--- src/rtl/painterengine_gpu_reader_arbiter.sv ---
// Purpose : shares one DMA burst reader between display streamer (port 0) and blitter (port 1), round robin on ties.
// Latency : grant and reader_resetn register one cycle after a request is sampled in IDLE; data/valid/next are combinational.
// Backpressure: reader data_next follows the granted port's data_next; the ungranted port never sees valid.
//
// Ports:
//   i_wire_clock, i_wire_resetn (async active-low)
//   i_wire_reqN_{address,length,resetn,data_next}  requester N inputs (N=0,1)
//   o_wire_reqN_{done,error,data,data_valid}       requester N outputs
//   o_wire_reader_{address,length,resetn,data_next} to the DMA reader
//   i_wire_reader_{done,error,data,data_valid}     from the DMA reader
//   o_wire_grant (one-hot), o_wire_state {27'd0, last_grant, state[2:0], timeout_flag}
module painterengine_gpu_reader_arbiter #(
    parameter int unsigned PARAM_TIMEOUT = 65535
) (
    input  logic        i_wire_clock,
    input  logic        i_wire_resetn,

    input  logic [31:0] i_wire_req0_address,
    input  logic [31:0] i_wire_req0_length,
    input  logic        i_wire_req0_resetn,
    output logic        o_wire_req0_done,
    output logic        o_wire_req0_error,
    output logic [31:0] o_wire_req0_data,
    output logic        o_wire_req0_data_valid,
    input  logic        i_wire_req0_data_next,

    input  logic [31:0] i_wire_req1_address,
    input  logic [31:0] i_wire_req1_length,
    input  logic        i_wire_req1_resetn,
    output logic        o_wire_req1_done,
    output logic        o_wire_req1_error,
    output logic [31:0] o_wire_req1_data,
    output logic        o_wire_req1_data_valid,
    input  logic        i_wire_req1_data_next,

    output logic [31:0] o_wire_reader_address,
    output logic [31:0] o_wire_reader_length,
    output logic        o_wire_reader_resetn,
    input  logic        i_wire_reader_done,
    input  logic        i_wire_reader_error,
    input  logic [31:0] i_wire_reader_data,
    input  logic        i_wire_reader_data_valid,
    output logic        o_wire_reader_data_next,

    output logic [1:0]  o_wire_grant,
    output logic [31:0] o_wire_state
);

    typedef enum logic [2:0] {
        ST_IDLE = 3'd0,
        ST_RUN  = 3'd1,
        ST_HOLD = 3'd2,
        ST_GAP  = 3'd3
    } state_t;

    // Counter value at which a silent burst is declared dead; unused when the watchdog is off.
    localparam logic [31:0] TIMEOUT_LAST = (PARAM_TIMEOUT == 0) ? 32'd0 : 32'(PARAM_TIMEOUT - 1);
    localparam bit          TIMEOUT_EN   = (PARAM_TIMEOUT != 0);

    state_t      state;
    logic [1:0]  grant;
    logic        last_grant;
    logic [31:0] addr_q;
    logic [31:0] len_q;
    logic        reader_resetn_q;
    logic        done_q;
    logic        error_q;
    logic        timeout_flag;
    logic [31:0] counter;

    logic        pick_vld;
    logic        pick_port;
    logic [31:0] pick_addr;
    logic [31:0] pick_len;
    logic        granted_resetn;
    logic        timeout_hit;
    logic        run;

    // Round robin only matters on a tie; a lone request always wins.
    always_comb begin
        pick_vld = i_wire_req0_resetn | i_wire_req1_resetn;
        if (i_wire_req0_resetn && i_wire_req1_resetn)
            pick_port = ~last_grant;
        else
            pick_port = i_wire_req1_resetn;
        pick_addr = pick_port ? i_wire_req1_address : i_wire_req0_address;
        pick_len  = pick_port ? i_wire_req1_length  : i_wire_req0_length;
    end

    assign granted_resetn = (grant[0] & i_wire_req0_resetn) | (grant[1] & i_wire_req1_resetn);
    assign timeout_hit    = TIMEOUT_EN && (counter == TIMEOUT_LAST);
    assign run            = (state == ST_RUN);

    always_ff @(posedge i_wire_clock or negedge i_wire_resetn) begin
        if (!i_wire_resetn) begin
            state           <= ST_IDLE;
            grant           <= 2'b00;
            last_grant      <= 1'b1;
            addr_q          <= 32'd0;
            len_q           <= 32'd0;
            reader_resetn_q <= 1'b0;
            done_q          <= 1'b0;
            error_q         <= 1'b0;
            timeout_flag    <= 1'b0;
            counter         <= 32'd0;
        end else begin
            case (state)
                ST_IDLE: begin
                    if (pick_vld) begin
                        grant      <= pick_port ? 2'b10 : 2'b01;
                        last_grant <= pick_port;
                        addr_q     <= pick_addr;
                        len_q      <= pick_len;
                        counter    <= 32'd0;
                        // An empty burst never wakes the reader.
                        if (pick_len == 32'd0) begin
                            done_q <= 1'b1;
                            state  <= ST_HOLD;
                        end else begin
                            reader_resetn_q <= 1'b1;
                            state           <= ST_RUN;
                        end
                    end
                end
                ST_RUN: begin
                    if (counter != 32'hFFFF_FFFF)
                        counter <= counter + 32'd1;
                    if (i_wire_reader_error) begin
                        error_q         <= 1'b1;
                        reader_resetn_q <= 1'b0;
                        state           <= ST_HOLD;
                    end else if (i_wire_reader_done) begin
                        done_q          <= 1'b1;
                        reader_resetn_q <= 1'b0;
                        state           <= ST_HOLD;
                    end else if (!granted_resetn) begin
                        reader_resetn_q <= 1'b0;
                        grant           <= 2'b00;
                        state           <= ST_GAP;
                    end else if (timeout_hit) begin
                        error_q         <= 1'b1;
                        timeout_flag    <= 1'b1;
                        reader_resetn_q <= 1'b0;
                        state           <= ST_HOLD;
                    end
                end
                ST_HOLD: begin
                    // Status stays visible until the owner closes; it cannot be regranted meanwhile.
                    if (!granted_resetn) begin
                        done_q  <= 1'b0;
                        error_q <= 1'b0;
                        grant   <= 2'b00;
                        state   <= ST_GAP;
                    end
                end
                ST_GAP: begin
                    state <= ST_IDLE;
                end
                default: begin
                    state <= ST_IDLE;
                end
            endcase
        end
    end

    assign o_wire_req0_done       = done_q  & grant[0];
    assign o_wire_req1_done       = done_q  & grant[1];
    assign o_wire_req0_error      = error_q & grant[0];
    assign o_wire_req1_error      = error_q & grant[1];
    assign o_wire_req0_data       = i_wire_reader_data;
    assign o_wire_req1_data       = i_wire_reader_data;
    assign o_wire_req0_data_valid = i_wire_reader_data_valid & grant[0] & run;
    assign o_wire_req1_data_valid = i_wire_reader_data_valid & grant[1] & run;
    assign o_wire_reader_data_next = run & ((grant[0] & i_wire_req0_data_next) |
                                            (grant[1] & i_wire_req1_data_next));

    assign o_wire_reader_address = addr_q;
    assign o_wire_reader_length  = len_q;
    assign o_wire_reader_resetn  = reader_resetn_q;
    assign o_wire_grant          = grant;
    assign o_wire_state          = {27'd0, last_grant, state, timeout_flag};

endmodule
--- config.mk ---
export PLATFORM = sky130hd
export DESIGN_NAME = painterengine_gpu_reader_arbiter
export DESIGN_NICKNAME = d
export VERILOG_FILES = /design/src/rtl/painterengine_gpu_reader_arbiter.sv
export SDC_FILE = /design/constraint.sdc
export NUM_CORES = 1
export LEC_CHECK = 0
export ABC_AREA = 1
export BUFFER_PORTS_ARGS = -buffer_cell sky130_fd_sc_hd__buf_2
export CAP_MARGIN = 5
export CORE_AREA = 5 5 130 132
export CTS_BUF_LIST = sky130_fd_sc_hd__clkbuf_2
export CTS_CLUSTER_DIAMETER = 200
export DETAILED_ROUTE_END_ITERATION = 16
export DIE_AREA = 0 0 135 137
export MAX_ROUTING_LAYER = met4
export PLACE_DENSITY = 0.77
export SETUP_SLACK_MARGIN = 0.02
export SLEW_MARGIN = 25
export SYNTH_ARGS = -nofsm -noshare
export SYNTH_HDL_FRONTEND = slang
export SYNTH_SLANG_ARGS = --single-unit
--- constraint.sdc ---
create_clock -name i_wire_clock -period 4.7 [get_ports i_wire_clock]
set_clock_uncertainty 0.1 [all_clocks]
set_input_delay 0.235 -clock i_wire_clock [delete_from_list [all_inputs] [get_ports i_wire_clock]]
set_output_delay 0.235 -clock i_wire_clock [all_outputs]
set_load 0.1 [all_outputs]
==> results.yml <==
outcome:
  status: "complete, no violations"
cts:
  cts_inserted_buffers: 9
  cts_setup_buffers: 0
  root_buffer: "clkbuf_2"
  cts_sinks: 105
  cts_buffer_depth: 2
  cts-hold-fix-buffers: 132
  htreeDepth: 3
  clk_latency_ns: 0.63
  cts_resized: 0
  tritoncts: "done"
  clk_pin_slew_ns: 0.31
worst_setup_path:
  start_kind: "flop"
  path_buf_inv: 3
  critPathRequiredTime_ns: 5.16
  cp_cell_sequence: "nand2_1, buf_4, nand2_2, inv_1, o21ai_0, o21ai_0, dlygate4sd3_1"
  path_common_cell: "o21ai_0"
  r2r.worst_path.cells: 7
  rr_endpoint: "o_wire_reader_address[14]$_DFFE_PN0P_"
  crit_fanout: 46
  end_kind: "flop"
  worstReg2RegStart: "last_grant$_DFFE_PN1P_"
  criticalPathCategory: "reg -> reg"
  cp_top_family: "buffers and inverters"
  slowest_delay_ns: 0.71
  arrival_ns: 4.10
  cp_slowest_cell: "nand2_2"
  reg2reg_setup_slack_ns: 1.06
detailed_routing:
  avgViaCountPerCell: 5.07
  drc: 0
  totalWireLength_um: 22900
  wire_per_inst_um: 16.3
  ant_nets: 0
  drt-initial-drc-count: 498
  dr_total_vias: 7117
  drtPass1Iterations: 5
synth:
  post_synth.cell_area_avg_um2: 7.35
  yosysSeqAreaShare: 0.386
  yosys.cell_types.count: 33
  netlist_area_mm2: 0.00680
  ys_seq_elements: 105
  ys_warn_count: 0
  synthesis.instances: 925
  synth_top_area_cell: "dfrtp_1"
  synthTopCellsByArea: "dfrtp_1 38%, nand2_1 13%, buf_4 11%, o21ai_0 7.4%, nor2_1 4.6%"
  netlist.area_leader.share: 0.383
power:
  p_int_mw: 2.19
  p_comb_frac: 0.703
  power_mw: 6.25
  leakagePower_nw: 4.34
  p_per_area_mw_per_mm2: 711
  swShare: 0.649
  clkPwrFrac: 0.065
  p_switching_mw: 4.06
  peakVddDrop_uv: 517
  power.share.sequential: 0.232
placement:
  io_buffers: 214
  placedCellCount: 1254
  pre_cts_slack_ns: 1.66
  gp_congestion: 0.916
  dp.final_hpwl_um: 15000
  dpl-instance-area_mm2: 0.00738
timing:
  max_freq_mhz: 274
  fin_setup_tns_ns: 0
  slew_headroom: 0.373
  slew_violations: 0
  fin_crit_ns: 3.64
  period_share: 0.775
  worst_pin_slew_ns: 0.937
  grt_setup_unrepaired: "no"
  setup_slack_ns: 1.06
  setup_viol: 0
  whs_ns: 0.0101
  hold_viol: 0
global_route:
  grt_pass1_vias: 7146
  track_usage: 0.253
  grt_pass1_wl_um: 35800
  gr-total-overflow: 0
  antenna_found_initial: 1
  grt_start_max_net_pins: 98
worst_hold_path:
  holdCritPathClass: "in -> async"
cells_and_area:
  nets: 1356
  synthToLayoutAreaGrowth_pct: 29.3
  fin_cells: 1403
  stdcell_area_mm2: 0.00879
  layout-drive-gt1-share: 0.218
  fin_util: 0.564
floorplanning:
  start_util: 0.436
  die_area_mm2: 0.0185
  ioPinCount: 339
  fp.dieH_um: 137
  rows: 46
  fp.dieW_um: 135
  core_area_mm2: 0.0156
job:
  maxCapViolations: 0
## cell usage after synthesis, drive strengths merged
library cell and number:
a21oi 6, buf 112, clkbuf 22, conb 1, dfrtp 104, dfstp 1
ha 6, inv 82, nand2 252, nand3 16, nand3b 28, nand4 20
nor2 87, nor3 18, nor3b 1, o21ai 119, o21bai 1, o22ai 3
o31ai 23, or2 1, xnor2 9, xor2 13
## worst register-to-register path, cell delays in order (launching register included)
cell,delay [ns]
dfstp_2,0.61
nand2_1,0.05
buf_4,0.23
nand2_2,0.72
inv_1,0.72
o21ai_0,0.42
o21ai_0,0.14
dlygate4sd3_1,0.58
## kinds of logic after synthesis
kind of cell	share of synthesized area
AND/OR/NAND/NOR	0.272
flip-flops	0.386
adder cells (fa/ha/maj)	0.0110
AO/OA/AOI/OAI	0.122
XOR/XNOR	0.0283
other	0.000551
buffers and inverters	0.180
## metal layers
layer,wire length [µm],global-route usage
met4,1520,0.160
met1,9040,0.299
met3,1820,0.0662
met5,0,-
met2,10500,0.384
## power by group through the flow
stage	clock, mW	combinational, mW	sequential (mW)
after global routing	0.450	4.60	1.48
after global placement	0	3.93	1.45
after detailed placement	0	3.98	1.44
final	0.406	4.39	1.45
after CTS	0.419	4.34	1.44
after floorplan	0	1.46	3.56
## area by class of cell
cell class	instances	area [µm²]
clock buffer	11	55.1
fill	1389	6810
timing repair buffer	352	2440
sequential	105	2630
clock inverter	5	37.5
multi-input combinational	631	3050
tap	216	270
antenna	1	2.50
inverter	82	308
## worst max path at each step
stage,start,to,slack [ns],depth (start not counted)
finish,last_grant$_DFFE_PN1P_,o_wire_reader_address[14]$_DFFE_PN0P_,1.06,7
global placement,last_grant$_DFFE_PN1P_,o_wire_reader_address[24]$_DFFE_PN0P_,1.74,6
detailed placement,last_grant$_DFFE_PN1P_,o_wire_reader_address[24]$_DFFE_PN0P_,1.66,6
floorplan,state[0]$_DFFE_PN0P_,o_wire_req0_data_valid,0.51,5
global route,last_grant$_DFFE_PN1P_,o_wire_reader_address[20]$_DFFE_PN0P_,0.83,7
CTS,last_grant$_DFFE_PN1P_,o_wire_reader_address[24]$_DFFE_PN0P_,1.06,7
## layout by cell type, fill, tap and decap left out
| cell | count |
|---|---|
| a21oi_1 | 5 |
| a21oi_2 | 1 |
| buf_2 | 213 |
| buf_4 | 7 |
| clkbuf_2 | 11 |
| clkinv_1 | 1 |
| clkinvlp_4 | 1 |
| conb_1 | 28 |
| dfrtp_1 | 104 |
| dfstp_2 | 1 |
| diode_2 | 1 |
| dlygate4sd3_1 | 132 |
| ha_1 | 6 |
| inv_1 | 78 |
| inv_2 | 4 |
| inv_6 | 3 |
| nand2_1 | 240 |
| nand2_2 | 12 |
| nand3_1 | 14 |
| nand3_2 | 2 |
| nand3b_1 | 28 |
| nand4_1 | 20 |
| nor2_1 | 84 |
| nor2_2 | 1 |
| nor2_4 | 2 |
| nor3_1 | 18 |
| nor3b_1 | 1 |
| o21ai_0 | 100 |
| o21ai_1 | 19 |
| o21bai_1 | 1 |
| o22ai_1 | 3 |
| o31ai_1 | 23 |
| or2_0 | 1 |
| xnor2_1 | 9 |
| xor2_1 | 13 |
## sequential cells by signal, summed over array words and instances (netlist names)
name                   count
o_wire_reader_length      32
done_q                     1
error_q                    1
o_wire_reader_address     32
o_wire_reader_resetn       1
counter                   32
timeout_flag               1
o_wire_grant               2
last_grant                 1
state                      2
Note: power is estimated with default switching activity, not from simulation.
